--- config.mk ---
export PLATFORM = sky130hd
export DESIGN_NAME = muldiv_sequencer_flat
export DESIGN_NICKNAME = d
export VERILOG_FILES = /design/src/rtl/muldiv_sequencer_if.sv /design/src/rtl/muldiv_sequencer.sv /design/src/flat_wrapper.sv
export SDC_FILE = /design/constraint.sdc
export NUM_CORES = 1
export LEC_CHECK = 0
export ABC_AREA = 1
export CAP_MARGIN = 20
export CORE_MARGIN = 10
export CORE_UTILIZATION = 45
export DETAILED_ROUTE_END_ITERATION = 10
export DONT_BUFFER_PORTS = 1
export HOLD_SLACK_MARGIN = 0.12
export MAX_ROUTING_LAYER = met4
export SLEW_MARGIN = 30
export SYNTH_ARGS = -nofsm -noshare
export SYNTH_HDL_FRONTEND = slang
export SYNTH_SLANG_ARGS = --single-unit
--- constraint.sdc ---
create_clock -name clk -period 2 [get_ports clk]
set_input_delay 0.2 -clock clk [delete_from_list [all_inputs] [get_ports clk]]
set_output_delay 0.2 -clock clk [all_outputs]
set_load 0.005 [all_outputs]
--- src/rtl/muldiv_sequencer_if.sv ---
// Handshake bundle between the multicycle CPU main control FSM and the
// MULT/DIV sequencer.
//   req, op, divisor_zero          : main control -> sequencer
//   busy                           : sequencer -> main control (stall)
//   mult_start, div_start          : sequencer start pulses to the units
//   himult_we, lomult_we           : HI/LO write enables, multiplier result
//   hidiv_we, lodiv_we             : HI/LO write enables, divider result
//   done, div0_exc                 : completion / divide-by-zero pulses
interface muldiv_sequencer_if;
    logic req;
    logic op;
    logic divisor_zero;
    logic busy;
    logic mult_start;
    logic div_start;
    logic himult_we;
    logic lomult_we;
    logic hidiv_we;
    logic lodiv_we;
    logic done;
    logic div0_exc;

    modport master (
        output req, op, divisor_zero,
        input  busy, mult_start, div_start, himult_we, lomult_we,
               hidiv_we, lodiv_we, done, div0_exc
    );

    modport slave (
        input  req, op, divisor_zero,
        output busy, mult_start, div_start, himult_we, lomult_we,
               hidiv_we, lodiv_we, done, div0_exc
    );
endinterface

--- src/rtl/muldiv_sequencer.sv ---
// Sequences the shared multi-cycle MULT/DIV units for the main control FSM.
// One request is accepted in IDLE; the selected unit gets a one-cycle start
// pulse, the fixed unit latency is counted, then HI/LO write enables are
// issued and completion (or a divide-by-zero exception) is signalled.
// All outputs are Moore outputs decoded from the registered state/counter.
// Ports:
//   clk    : clock, rising edge
//   reset  : synchronous, active-high
//   bus    : muldiv_sequencer_if slave modport (req/op/divisor_zero in,
//            busy/start/write-enable/done/div0_exc out)
module muldiv_sequencer #(
    parameter int MULT_CYCLES = 32,
    parameter int DIV_CYCLES  = 32,
    parameter int CNT_W       = 6
) (
    input  logic                 clk,
    input  logic                 reset,
    muldiv_sequencer_if.slave    bus
);

    localparam logic [CNT_W-1:0] MULT_LAST = CNT_W'(MULT_CYCLES - 1);
    localparam logic [CNT_W-1:0] DIV_LAST  = CNT_W'(DIV_CYCLES - 1);

    typedef enum logic [2:0] {
        IDLE      = 3'd0,
        MULT_RUN  = 3'd1,
        DIV_CHECK = 3'd2,
        DIV_RUN   = 3'd3,
        WB        = 3'd4,
        DONE      = 3'd5,
        DIV0      = 3'd6
    } state_t;

    state_t           state, state_nxt;
    logic [CNT_W-1:0] cnt, cnt_nxt;
    logic             op_q, op_nxt;

    logic busy, mult_start, div_start;
    logic himult_we, lomult_we, hidiv_we, lodiv_we;
    logic done, div0_exc;

    always_ff @(posedge clk) begin
        if (reset) begin
            state <= IDLE;
            cnt   <= '0;
            op_q  <= 1'b0;
        end else begin
            state <= state_nxt;
            cnt   <= cnt_nxt;
            op_q  <= op_nxt;
        end
    end

    always_comb begin
        state_nxt  = IDLE;
        cnt_nxt    = cnt;
        op_nxt     = op_q;
        busy       = 1'b0;
        mult_start = 1'b0;
        div_start  = 1'b0;
        himult_we  = 1'b0;
        lomult_we  = 1'b0;
        hidiv_we   = 1'b0;
        lodiv_we   = 1'b0;
        done       = 1'b0;
        div0_exc   = 1'b0;

        case (state)
            IDLE: begin
                if (bus.req) begin
                    op_nxt    = bus.op;
                    cnt_nxt   = '0;
                    state_nxt = bus.op ? DIV_CHECK : MULT_RUN;
                end
            end
            MULT_RUN: begin
                busy       = 1'b1;
                mult_start = (cnt == '0);
                // Exit on the last count so the counter never wraps.
                if (cnt == MULT_LAST) begin
                    state_nxt = WB;
                end else begin
                    state_nxt = MULT_RUN;
                    cnt_nxt   = cnt + CNT_W'(1);
                end
            end
            DIV_CHECK: begin
                busy      = 1'b1;
                cnt_nxt   = '0;
                state_nxt = bus.divisor_zero ? DIV0 : DIV_RUN;
            end
            DIV_RUN: begin
                busy      = 1'b1;
                div_start = (cnt == '0);
                if (cnt == DIV_LAST) begin
                    state_nxt = WB;
                end else begin
                    state_nxt = DIV_RUN;
                    cnt_nxt   = cnt + CNT_W'(1);
                end
            end
            WB: begin
                busy      = 1'b1;
                himult_we = ~op_q;
                lomult_we = ~op_q;
                hidiv_we  = op_q;
                lodiv_we  = op_q;
                state_nxt = DONE;
            end
            DONE: begin
                busy = 1'b1;
                done = 1'b1;
            end
            DIV0: begin
                busy     = 1'b1;
                div0_exc = 1'b1;
            end
            default: begin
                // Unused encoding: outputs stay 0, recover to IDLE.
                state_nxt = IDLE;
            end
        endcase
    end

    assign bus.busy       = busy;
    assign bus.mult_start = mult_start;
    assign bus.div_start  = div_start;
    assign bus.himult_we  = himult_we;
    assign bus.lomult_we  = lomult_we;
    assign bus.hidiv_we   = hidiv_we;
    assign bus.lodiv_we   = lodiv_we;
    assign bus.done       = done;
    assign bus.div0_exc   = div0_exc;

endmodule
--- src/flat_wrapper.sv ---
// flat-port wrapper written by rule: the top's interface ports become plain ports
module muldiv_sequencer_flat 
#(
    parameter int MULT_CYCLES = 32,
    parameter int DIV_CYCLES  = 32,
    parameter int CNT_W       = 6
)
  (clk, reset, bus_req, bus_op, bus_divisor_zero, bus_busy, bus_mult_start, bus_div_start, bus_himult_we, bus_lomult_we, bus_hidiv_we, bus_lodiv_we, bus_done, bus_div0_exc);
  muldiv_sequencer_if bus_i ();
  input  logic clk;
  input  logic reset;
  input wire logic [$bits(bus_i.req)-1:0] bus_req;
  input wire logic [$bits(bus_i.op)-1:0] bus_op;
  input wire logic [$bits(bus_i.divisor_zero)-1:0] bus_divisor_zero;
  output wire logic [$bits(bus_i.busy)-1:0] bus_busy;
  output wire logic [$bits(bus_i.mult_start)-1:0] bus_mult_start;
  output wire logic [$bits(bus_i.div_start)-1:0] bus_div_start;
  output wire logic [$bits(bus_i.himult_we)-1:0] bus_himult_we;
  output wire logic [$bits(bus_i.lomult_we)-1:0] bus_lomult_we;
  output wire logic [$bits(bus_i.hidiv_we)-1:0] bus_hidiv_we;
  output wire logic [$bits(bus_i.lodiv_we)-1:0] bus_lodiv_we;
  output wire logic [$bits(bus_i.done)-1:0] bus_done;
  output wire logic [$bits(bus_i.div0_exc)-1:0] bus_div0_exc;
  assign bus_i.req = bus_req;
  assign bus_i.op = bus_op;
  assign bus_i.divisor_zero = bus_divisor_zero;
  assign bus_busy = bus_i.busy;
  assign bus_mult_start = bus_i.mult_start;
  assign bus_div_start = bus_i.div_start;
  assign bus_himult_we = bus_i.himult_we;
  assign bus_lomult_we = bus_i.lomult_we;
  assign bus_hidiv_we = bus_i.hidiv_we;
  assign bus_lodiv_we = bus_i.lodiv_we;
  assign bus_done = bus_i.done;
  assign bus_div0_exc = bus_i.div0_exc;
  muldiv_sequencer #(.MULT_CYCLES(MULT_CYCLES), .DIV_CYCLES(DIV_CYCLES), .CNT_W(CNT_W)) u_core (.clk(clk), .reset(reset), .bus(bus_i));
endmodule
After elaboration in Yosys (flattened, before gate mapping) --
Cells that the tools add are included.
Word-level totals: RAM bits 0, ROM bits 0, bits in latches 0, memories 0, bits in registers 10, word-level logic and storage cells 37, bits of input ports 5
Cells by class: equal/unequal tests 9, mux-type cells 16, reductions and logical operators 7, div/mod/pow operators 0, $add $sub $neg 1, order comparisons 0, bitwise gates (word level) 1, $mul 0, shift operators 0
Operator list (number):
- 6-bit one-hot mux with 3 select lines | 1
- 3-bit one-hot mux with 5 select lines | 1
- 3-bit 2-to-1 mux | 4
- 6-bit 2-to-1 mux | 2
- 3-bit == test (second input constant) | 3
- 1-bit 2-to-1 mux | 7
- 6-bit by 1-bit adder with 6-bit output (second input constant) | 1
- 3-bit by 2-bit == test with 1-bit output (second input constant) | 2
- 6-bit by 5-bit == test with 1-bit output (second input constant) | 1
- 6-bit zero test | 1
- 6-bit OR reduction | 1
- 2-bit != test (second input constant) | 2
- 3-bit by 1-bit == test with 1-bit output (second input constant) | 1
- 3-bit zero test | 1
- 3-bit AND reduction | 1
- 3-bit nonzero test | 1
- 2-bit 2-to-1 mux | 1
- 2-bit AND reduction | 1
- 2-bit OR reduction | 1
- 1-bit inverter | 1

Depth between registers and ports, before layout --
Gate-level depths: netlist (run 1).
word-level depth 4, depth in mapped cells 8, mapped depth without buffers 8

Worst setup path after synthesis (run 1) --
No wires, ideal clock.
path type reg-to-output, from register u_core.state[0], to output port bus_lodiv_we, arrival time 1047 ps, path slack 753 ps, buffers on the path 1, cell stages (with the launch flop) 7, data required time 1800 ps, cell sequence dfxtp_1 -> nor2_1 -> inv_1 -> nor2_1 -> inv_1 -> nor2_1 -> buf_4
On the way: word-level cells in the longest chain between the ends 2
RTL lines:
- start, declared | line muldiv_sequencer.sv:34 | state_t state, state_nxt;
- start signal, assigned | line muldiv_sequencer.sv:48 | state <= state_nxt;
- 3-bit == test
- 1-bit 2-to-1 mux
- end, declared | line flat_wrapper.sv:21 | output wire logic [$bits(bus_i.lodiv_we)-1:0] bus_lodiv_we;
No other way between the ends.

Worst setup path after layout (run 1) --
from register u_core.state[1], to output port bus_hidiv_we
On the way: word-level cells in the longest chain between the ends 2
RTL lines:
- 3-bit == test | line muldiv_sequencer.sv:68 | case (state)
- 1-bit 2-to-1 mux | line muldiv_sequencer.sv:68
- end, declared | line flat_wrapper.sv:20 | output wire logic [$bits(bus_i.hidiv_we)-1:0] bus_hidiv_we;
No other way between the ends.

==> results of run 1 <==
-- through the flow --
step	cells	total power [mW]	hold WS [ns]
global route	122	0.615	0.145
CTS	122	0.578	0.133
finish	122	0.571	0.142
detailed placement	115	0.381	0.273
floorplan	103	0.355	0.338
global placement	115	0.382	0.271
-- state kept, by name, indices dropped and copies added (netlist names) --
| name | cells |
|---|---|
| u_core.cnt | 6 |
| u_core.state | 3 |
| u_core.op_q | 1 |
-- kinds of logic (layout without fill, tap and decap cells) --
kind of cell	after synthesis	in the layout	synth area share [%]
AOI/OAI and AO/OA	10	10	8.05
xor gates and xnor gates	2	2	2.75
adders and majority gates	2	2	3.93
buffers and inverters	22	26	14.1
DFF	10	10	31.4
and+or+nand+nor	57	57	39.7
-- layout make-up --
cell class,count,area (µm²)
inverters,19,71.3
well taps,15,18.8
multi-input cells,71,347
clock buffers,4,36.3
flip-flops and latches,10,200
repair buffers,3,30.0
fillers,137,614
-- power by group --
group | total (mW) | switching [mW] | internal [mW]
registers | 0.237 | 0.0199 | 0.217
clock network | 0.187 | 0.0761 | 0.111
logic | 0.147 | 0.0974 | 0.0499
total | 0.571 | 0.193 | 0.378
-- what timing repair did --
item | 4_1_cts | 5_1_grt
gates resized for setup | 0 | 0
setup endpoints to repair | 0 | 0
hold buffers | 3 | 0
hold endpoints to repair | 9 | 0
-- synth_stat cells (all sizes together) --
library cell	count	share of area [%]
a21oi	7	5.5
a31oi	1	0.98
buf	3	2.9
dfxtp	10	31
ha	2	3.9
inv	19	11
nand2	25	16
nand3	10	8.6
nand4	2	2.0
nor2	16	9.8
nor3	3	2.4
o21ai	2	1.6
or2	1	0.98
xnor2	1	1.4
xor2	1	1.4
-- metal layers --
metal | share of wire (%) | track usage (%) | up-vias
met5 | 0 | - | -
met4 | 1.2 | 3.02 | 0
met3 | 6.4 | 4.14 | 3
met2 | 40 | 11.5 | 15
met1 | 52 | 12.7 | 252
li1 | - | - | 327
-- final timing paths --
path	from	end	slack, ns	cells past startpoint
max reg2reg	u_core.cnt[0]	u_core.cnt[5]	0.63	7
min	bus_divisor_zero	u_core.state[2]	0.14	2
min reg2reg	u_core.op_q	u_core.op_q	0.47	2
max	u_core.state[1]	bus_hidiv_we	0.41	5
==> impl_metrics.csv, run 1 <==
group,metric,value,unit
placed_design,post-dp-hpwl,1080,µm
finish,net_count_reported_at_finish,115,
clock_tree,clock_latency_at_the_later_pin_of_the_worst_skew_pair,0.28,ns
timing,max_freq,630,MHz
timing,finalSetupTns,0,ns
placed_design,pre_cts_ws,0.639,ns
worst_hold_path,worstHoldPathType,"in2reg",
grt,grt_first_pass_wirelength,2490,µm
status,run_status,"complete, no violations",
setup_path,critical-path-top-cell-by-count,"sky130_fd_sc_hd__nor2_1",
timing,setup_viol,0,
setup_path,critical-path-top-delay-family,"simple AND/OR/NAND/NOR gates",
route,route.detailed.wl_per_inst,11.3,µm
logic_synthesis,syn_inst,103,
timing,clock-skew-final,0.00257,ns
timing,rsz0062_at_grt,"false",
setup_path,setup.worst_path.start_class,"flip-flop",
power_and_ir_drop,power_leakage,0.332,nW
finish,layout.cell_area.non_filler,703,µm²
clock_tree,path_clk_slew,0.07,ns
clock_tree,tritoncts_clock_tree,"done",
clock_tree,clock-root-buffer,"sky130_fd_sc_hd__clkbuf_4",
clock_tree,cts_max_path_buffers,2,
timing,finalWorstSetupSlack,0.413,ns
floorplan,fp.dieArea,0.00332,mm²
timing,max_slew.worst_pin.slew,0.312,ns
setup_path,cpPeakStageDelay,0.36,ns
logic_synthesis,post_synthesis_instance_area,637,µm²
finish,post_route_cells_drive_above_1_share,9.35,%
power_and_ir_drop,max-vdd-ir-drop,0.361,mV
grt,grt_util_all_layers,9.30,%
grt,grt_antenna_before_repair,0,
logic_synthesis,yosysUniqueCellTypes,21,
floorplan,die_width,57.6,µm
grt,first_global_vias,566,
finish,diodes,0,
setup_path,crit_path_end_kind,"output port",
power_and_ir_drop,power.density_cell_area,812,mW/mm²
grt,grt_start_max_net_pins,10,
finish,layout.cells.most_common_list,"22 x sky130_fd_sc_hd__nand2_1, 18 x sky130_fd_sc_hd__inv_1, 15 x sky130_fd_sc_hd__nor2_1",
floorplan,num_rows,13,
job,maxCapViolations,0,
clock_tree,numCtsBuffers,3,
clock_tree,clock-sinks,10,
route,drt_wl_total,1380,µm
setup_path,critPathBufInv,2,
floorplan,floorplan.die.height,57.6,µm
clock_tree,cts_htree_levels,1,
logic_synthesis,post_synthesis_sequential_area_ratio,31.4,%
finish,syn2layout_area_growth,10.4,%
placed_design,dpl_cell_area,637,µm²
grt,grt_overflow_total,0,
setup_path,critPathSlowestCell,"sky130_fd_sc_hd__dfxtp_1",
setup_path,critPathRequiredTime,1.80,ns
floorplan,initial_core_util,48.3,%
timing,final_hold_viol_count,0,
timing,finalCriticalPeriod,1.59,ns
placed_design,gp_congestion,0.886,
setup_path,crit_path_cell_trace,"nor2_1, inv_1, nor2_1, inv_1, nor2_1",
floorplan,coreArea,0.00132,mm²
placed_design,place.port_buffers,0,
logic_synthesis,syn_warnings,0,
logic_synthesis,syn_area_per_cell,6.18,µm²
logic_synthesis,postSynthNetCount,110,
route,detailedRoute.firstPassIterationCount,4,
finish,most_frequent_standard_cell_in_the_layout_excluding_fill_and_tap_cells,"sky130_fd_sc_hd__nand2_1",
route,drt.antenna.violating_nets,0,
clock_tree,post_cts_setup_inserts,0,
setup_path,path_class,"reg2out",
finish,final_core_utilization,53.4,%
route,dr.first_iter.drc_count,18,
setup_path,cp.arrival,1.39,ns
route,routed_via_density,4.89,
floorplan,pin_count,14,
route,via_count,597,
timing,slew-limit-headroom,79.1,%
route,post-route-drc-count,0,
timing,min_period_over_period,79.3,%
setup_path,crit_fanout,7,
logic_synthesis,postSynthRegisterBits,10,
timing,timing_max_transition_violations_final,0,
(Power assumes the default switching activity.)
==> inputs of run 2 (changes only) <==
==> constraint.sdc (replaced) <==
create_clock -name clk -period 1.49 [get_ports clk]
set_input_delay 0.149 -clock clk [delete_from_list [all_inputs] [get_ports clk]]
set_output_delay 0.149 -clock clk [all_outputs]
set_load 0.005 [all_outputs]
==> run 2 against run 1 <==
Core utilization up 3.3 points. Final area up 6.2%. Via count increased by 2.7%. Clock power up 31%. Largest power group unchanged. Critical path depth unchanged. Sequential share of layout area is 1.2 points lower. Clock-buffer cell count unchanged. Routed wire length rose by 14%. Clock skew is 0.0020 ns lower.
==> impl_metrics.csv, run 2 (synthesis gave the netlist of run 1 again) <==
group,metric,value,unit
timing,max_slew.worst_pin.slew,0.321,ns
placed_design,post-dp-hpwl,1100,µm
clock_tree,clock_latency_at_the_later_pin_of_the_worst_skew_pair,0.27,ns
setup_path,critPathRequiredTime,1.34,ns
clock_tree,numCtsBuffers,3,
timing,final_hold_viol_count,0,
timing,min_period_over_period,90.9,%
power_and_ir_drop,power.density_cell_area,1070,mW/mm²
route,post-route-drc-count,0,
grt,grt_first_pass_wirelength,2670,µm
clock_tree,post_cts_setup_inserts,0,
finish,diodes,0,
timing,max_freq,738,MHz
setup_path,count_of_cells_along_the_worst_register_to_register_path,7,
clock_tree,path_clk_slew,0.07,ns
setup_path,setup.worst_path.start_class,"flip-flop",
power_and_ir_drop,max-vdd-ir-drop,0.477,mV
clock_tree,clock-sinks,10,
route,route.detailed.wl_per_inst,12.8,µm
timing,rsz0062_at_grt,"false",
setup_path,crit_path_end_kind,"output port",
clock_tree,clock-root-buffer,"sky130_fd_sc_hd__clkbuf_4",
job,maxCapViolations,0,
worst_hold_path,worstHoldPathCells,3,
grt,grt_util_all_layers,10.2,%
finish,layout.cells.most_common_list,"22 x sky130_fd_sc_hd__nand2_1, 17 x sky130_fd_sc_hd__inv_1, 11 x sky130_fd_sc_hd__nor2_1",
setup_path,ff2ff_setup_slack,0.16,ns
timing,clock-skew-final,0.000581,ns
worst_hold_path,holdPathEnd,"u_core.op_q",
setup_path,cp.arrival,1.21,ns
route,drt.antenna.violating_nets,0,
grt,grt_overflow_total,0,
setup_path,path_class,"reg2out",
finish,net_count_reported_at_finish,116,
setup_path,rr_endpoint,"u_core.cnt[5]",
route,routed_via_density,4.98,
status,run_status,"complete, no violations",
clock_tree,tritoncts_clock_tree,"done",
floorplan,pin_count,14,
placed_design,place.port_buffers,0,
worst_hold_path,hold_start,"bus_op",
finish,largest_registers,"u_core.cnt: 6 flops, u_core.state: 3 flops, u_core.op_q: 1 flops",
route,dr.first_iter.drc_count,17,
floorplan,coreArea,0.00132,mm²
finish,post_route_cells_drive_above_1_share,17.6,%
grt,first_global_vias,621,
route,via_count,613,
setup_path,crit_fanout,6,
grt,grt_antenna_before_repair,0,
floorplan,num_rows,13,
finish,most_frequent_standard_cell_in_the_layout_excluding_fill_and_tap_cells,"sky130_fd_sc_hd__nand2_1",
finish,largest_reg_flops,6,
timing,setup_viol,0,
worst_hold_path,worstHoldPathType,"in2reg",
power_and_ir_drop,power_leakage,0.340,nW
finish,regMostFlops,"u_core.cnt",
floorplan,fp.dieArea,0.00332,mm²
timing,finalCriticalPeriod,1.35,ns
clock_tree,cts_max_path_buffers,2,
floorplan,die_width,57.6,µm
clock_tree,cts_htree_levels,1,
timing,finalSetupTns,0,ns
finish,final_core_utilization,56.7,%
route,detailedRoute.firstPassIterationCount,5,
placed_design,gp_congestion,0.886,
finish,syn2layout_area_growth,17.3,%
grt,grt_start_max_net_pins,10,
route,drt_wl_total,1580,µm
setup_path,critical_path.reg2reg.startpoint,"u_core.cnt[0]",
floorplan,floorplan.die.height,57.6,µm
timing,slew-limit-headroom,78.6,%
floorplan,initial_core_util,48.3,%
timing,timing_max_transition_violations_final,0,
## run 2: final cells by class
class	instances	area (µm²)
fill	140	571
multi-input combinational	71	377
sequential	10	204
inverter	19	71.3
timing repair buffer	4	40.0
clock buffer	4	36.3
tap	15	18.8
## run 2: report_power, final
group          switching, mW  internal [mW]
logic                  0.147         0.0754
clock network         0.0965          0.149
registers             0.0352          0.294
total                  0.278          0.518
## run 2: worst max-delay path by stage
stage                    end       startpoint  cells after the start  slack, ns
2_1_floorplan  u_core.cnt[5]    u_core.cnt[0]                      7       0.28
3_3_place_gp   u_core.cnt[5]    u_core.cnt[0]                      7       0.19
3_5_place_dp   u_core.cnt[5]    u_core.cnt[0]                      7       0.12
4_1_cts         bus_hidiv_we  u_core.state[0]                      5       0.02
5_1_grt        bus_himult_we  u_core.state[0]                      5       0.03
6_report        bus_lodiv_we  u_core.state[0]                      5       0.14
## run 2: per-stage QoR
| stage | power (mW) | hold WS, ns | setup WS (ns) | std cells | cell area (µm²) |
|---|---|---|---|---|---|
| finish | 0.796 | 0.159 | 0.136 | 123 | 747 |
| global route | 0.856 | 0.203 | 0.0276 | 123 | 747 |
| CTS | 0.778 | 0.147 | 0.0203 | 123 | 716 |
| detailed placement | 0.513 | 0.221 | 0.125 | 115 | 637 |
| global placement | 0.512 | 0.220 | 0.187 | 115 | 637 |
| floorplan | 0.477 | 0.287 | 0.278 | 103 | 637 |
## run 2: repair_timing
| item | CTS | global route |
|---|---|---|
| hold endpoints to repair | 10 | 0 |
| gates cloned | 0 | 0 |
| resized for setup | 1 | 11 |
| pin swaps | 0 | 1 |
| hold buffers | 4 | 0 |
| setup endpoints to repair | 4 | 9 |
## run 2: worst max-delay path: stages, from the launching register on
cell,delay (ns)
sky130_fd_sc_hd__dfxtp_1,0.38
sky130_fd_sc_hd__nor2_4,0.19
sky130_fd_sc_hd__inv_1,0.07
sky130_fd_sc_hd__nor2_2,0.12
sky130_fd_sc_hd__inv_2,0.08
sky130_fd_sc_hd__nor2_4,0.11
## run 2: metal layers
layer / track usage [%] / wire length [µm] / vias to the layer above
met5: - / 0 / -
met4: 3.02 / 14 / 0
met3: 4.14 / 108 / 4
met2: 15.5 / 711 / 21
met1: 12.0 / 744 / 261
li1: - / - / 327
==> inputs of run 3 (changes only) <==
--- a/config.mk
+++ b/config.mk
@@ -5,7 +5,6 @@
 export SDC_FILE = /design/constraint.sdc
 export NUM_CORES = 1
 export LEC_CHECK = 0
-export ABC_AREA = 1
 export CAP_MARGIN = 20
 export CORE_MARGIN = 10
 export CORE_UTILIZATION = 45
==> run 3 against run 2 <==
Sequential power decreased by 11%. Clock power decreased by 25%. Sequential share of layout area increased by 0.80 points. Highest routed layer unchanged. Core utilization decreased by 0.93 points. Hold slack got worse by 0.012 ns. Routed wire length decreased by 9.0%. Cell count decreased by 21%. Synthesized cell count decreased by 24%. Combinational power decreased by 29%. First-iteration DRC count decreased by 71%. Final area decreased by 2.8%. Via count decreased by 7.2%.
==> impl_metrics.csv, run 3 <==
group,metric,value,unit
logic_synthesis,yosysUniqueCellTypes,33,
route,drt_wl_total,1440,µm
logic_synthesis,synth_top_cell_by_area,"sky130_fd_sc_hd__dfxtp_1",
finish,layout.cell_area.non_filler,726,µm²
timing,slew-limit-headroom,71.2,%
setup_path,critPathRequiredTime,1.70,ns
logic_synthesis,post_synth_most_frequent_cells,"10 x sky130_fd_sc_hd__dfxtp_1, 8 x sky130_fd_sc_hd__nor2_1, 6 x sky130_fd_sc_hd__inv_1",
grt,grt_overflow_total,0,
setup_path,critPathSlowestCell,"sky130_fd_sc_hd__dfxtp_2",
clock_tree,clock-sinks,10,
logic_synthesis,post_synthesis_instance_area,622,µm²
logic_synthesis,syn_area_per_cell,7.97,µm²
finish,post_route_cells_drive_above_1_share,26.8,%
finish,largest_reg_flops,6,
timing,min_period_over_period,93.9,%
route,routed_via_density,5.87,
clock_tree,post_cts_setup_inserts,0,
grt,grt_util_all_layers,9.62,%
finish,fillCellCount,124,
placed_design,post-dp-hpwl,1080,µm
floorplan,pin_count,14,
logic_synthesis,syn_inst,78,
logic_synthesis,syn_warnings,0,
finish,most_frequent_standard_cell_in_the_layout_excluding_fill_and_tap_cells,"sky130_fd_sc_hd__nor2_1",
placed_design,dpl_cell_area,631,µm²
timing,clock-skew-final,0.00399,ns
route,detailedRoute.firstPassIterationCount,4,
floorplan,num_rows,13,
timing,finalSetupTns,0,ns
logic_synthesis,netlist_top_cells_area,"sky130_fd_sc_hd__dfxtp_1 32%, sky130_fd_sc_hd__nor2_1 4.8%, sky130_fd_sc_hd__nor4b_1 4.2%",
logic_synthesis,synth_top_flop_cell,"sky130_fd_sc_hd__dfxtp_1",
placed_design,place.port_buffers,0,
finish,diodes,0,
floorplan,fp.dieArea,0.00327,mm²
setup_path,critical-path-top-delay-family,"flip-flops",
clock_tree,numCtsBuffers,3,
finish,net_count_reported_at_finish,91,
finish,syn2layout_area_growth,16.7,%
power_and_ir_drop,power.density_cell_area,876,mW/mm²
timing,max_freq,715,MHz
setup_path,crit_path_cell_trace,"ha_2, nand3_2, o211a_4, mux2_2, nor2_2",
status,run_status,"complete, no violations",
route,drt.antenna.violating_nets,0,
finish,layout.cells.most_common_list,"8 x sky130_fd_sc_hd__nor2_1, 7 x sky130_fd_sc_hd__dfxtp_1, 6 x sky130_fd_sc_hd__inv_1",
logic_synthesis,synth_top_cell_area_share,32.2,%
finish,final_core_utilization,55.8,%
timing,finalCriticalPeriod,1.40,ns
floorplan,floorplan.die.height,57.2,µm
grt,grt_start_max_net_pins,10,
clock_tree,tritoncts_clock_tree,"done",
setup_path,crit_fanout,7,
finish,regMostFlops,"u_core.cnt",
timing,rsz0062_at_grt,"false",
placed_design,gp_congestion,0.808,
timing,setup_viol,0,
timing,max_slew.worst_pin.slew,0.426,ns
route,route.detailed.wl_per_inst,14.8,µm
route,via_count,569,
setup_path,critPathBufInv,0,
setup_path,cpPeakStageDelay,0.35,ns
timing,final_hold_viol_count,0,
logic_synthesis,post_synthesis_sequential_area_ratio,32.2,%
setup_path,setup.worst_path.start_class,"flip-flop",
setup_path,crit_path_end_kind,"flip-flop",
clock_tree,clock-root-buffer,"sky130_fd_sc_hd__clkbuf_4",
floorplan,initial_core_util,47.8,%
floorplan,coreArea,0.00130,mm²
logic_synthesis,synthMostInstantiatedCell,"sky130_fd_sc_hd__dfxtp_1",
logic_synthesis,postSynthRegisterBits,10,
job,maxCapViolations,0,
power_and_ir_drop,power_leakage,0.287,nW
setup_path,cp.arrival,1.60,ns
grt,grt_antenna_before_repair,0,
finish,largest_registers,"u_core.cnt: 6 flops, u_core.state: 3 flops, u_core.op_q: 1 flops",
clock_tree,path_clk_slew,0.06,ns
setup_path,path_class,"reg2reg",
logic_synthesis,synth_edf_count,0,
clock_tree,cts_max_path_buffers,2,
timing,finalWorstSetupSlack,0.0914,ns
logic_synthesis,postSynth.asyncResetShare,0,%
logic_synthesis,postSynthNetCount,85,
floorplan,die_width,57.2,µm
grt,first_global_vias,571,
clock_tree,cts_htree_levels,1,
grt,grt_first_pass_wirelength,2470,µm
route,post-route-drc-count,0,
route,dr.first_iter.drc_count,5,
power_and_ir_drop,max-vdd-ir-drop,0.404,mV
placed_design,pre_cts_ws,0.0000809,ns
power_and_ir_drop,p_total,0.636,mW
worst_hold_path,worstHoldPathType,"in2reg",
timing,timing_max_transition_violations_final,0,
clock_tree,clock_latency_at_the_later_pin_of_the_worst_skew_pair,0.27,ns
-- run 3: cell count changes after synthesis, moves of 3 or more --
cell | before | now
sky130_fd_sc_hd__o21ai_0 | 1 | 4
sky130_fd_sc_hd__nor4b_1 | 0 | 3
sky130_fd_sc_hd__inv_1 | 18 | 6
sky130_fd_sc_hd__nand2_1 | 22 | 3
sky130_fd_sc_hd__nand3_1 | 9 | 4
sky130_fd_sc_hd__a21oi_1 | 7 | 4
sky130_fd_sc_hd__nand2_2 | 3 | 0
sky130_fd_sc_hd__nor2_1 | 15 | 8
-- run 3: metal layers --
metal / track usage (%) / vias up / part of all wire [%]
met5: - / - / 0
met4: 7.05 / 0 / 2.3
met3: 3.32 / 4 / 9.4
met2: 15.0 / 19 / 44
met1: 9.76 / 258 / 44
li1: - / 288 / -
-- run 3: worst paths after layout --
check | start | end | slack [ns] | cells past startpoint
worst min register to register | u_core.state[2] | u_core.state[1] | 0.46 | 1
worst max register to register | u_core.cnt[1] | u_core.cnt[0] | 0.09 | 5
worst min-delay path | bus_divisor_zero | u_core.state[0] | 0.15 | 3
worst max-delay path | u_core.cnt[1] | u_core.cnt[0] | 0.09 | 5
-- run 3: repair_timing --
action | 4_1_cts | 5_1_grt
hold buffers | 3 | 0
hold endpoints to repair | 8 | 0
gates resized for setup | 3 | 9
pin swaps | 0 | 1
endpoints found under the setup margin | 3 | 10
-- run 3: worst reg2reg max path, delay by kind of cell, from the launching register on --
family | cells | cell delay (ns)
flip-flops | 1 | 0.35
AO/OA/AOI/OAI | 1 | 0.31
multiplexers | 1 | 0.27
AND/OR/NAND/NOR | 2 | 0.21
adder cells (fa/ha/maj) | 1 | 0.20
-- run 3: final cells by class --
type                       count  area (µm²)  share of cell area [%]
sequential                    10         204                    28.1
tap                           15        18.8                    2.59
clock buffer                   3        22.5                    3.10
inverter                       6        22.5                    3.10
timing repair buffer           7        60.1                    8.28
multi-input combinational     56         398                    54.8
-- run 3: logic make-up after synthesis --
group,Yosys count,share of synthesized area (%)
buffers and inverters,12,10.1
adders and majority gates,2,4.02
AOI/OAI and AO/OA,17,18.7
DFF,10,32.2
muxes,2,3.42
and+or+nand+nor,35,31.6
-- run 3: through the flow --
step | hold slack (ns) | cells
after global placement | 0.220 | 91
final | 0.147 | 97
after detailed placement | 0.220 | 91
after global routing | 0.149 | 97
after floorplan | 0.296 | 78
after CTS | 0.141 | 97
-- run 3: report_power, final --
part / internal, mW / switching, mW
clock network: 0.0933 / 0.0906
registers: 0.282 / 0.0117
logic: 0.0687 / 0.0890
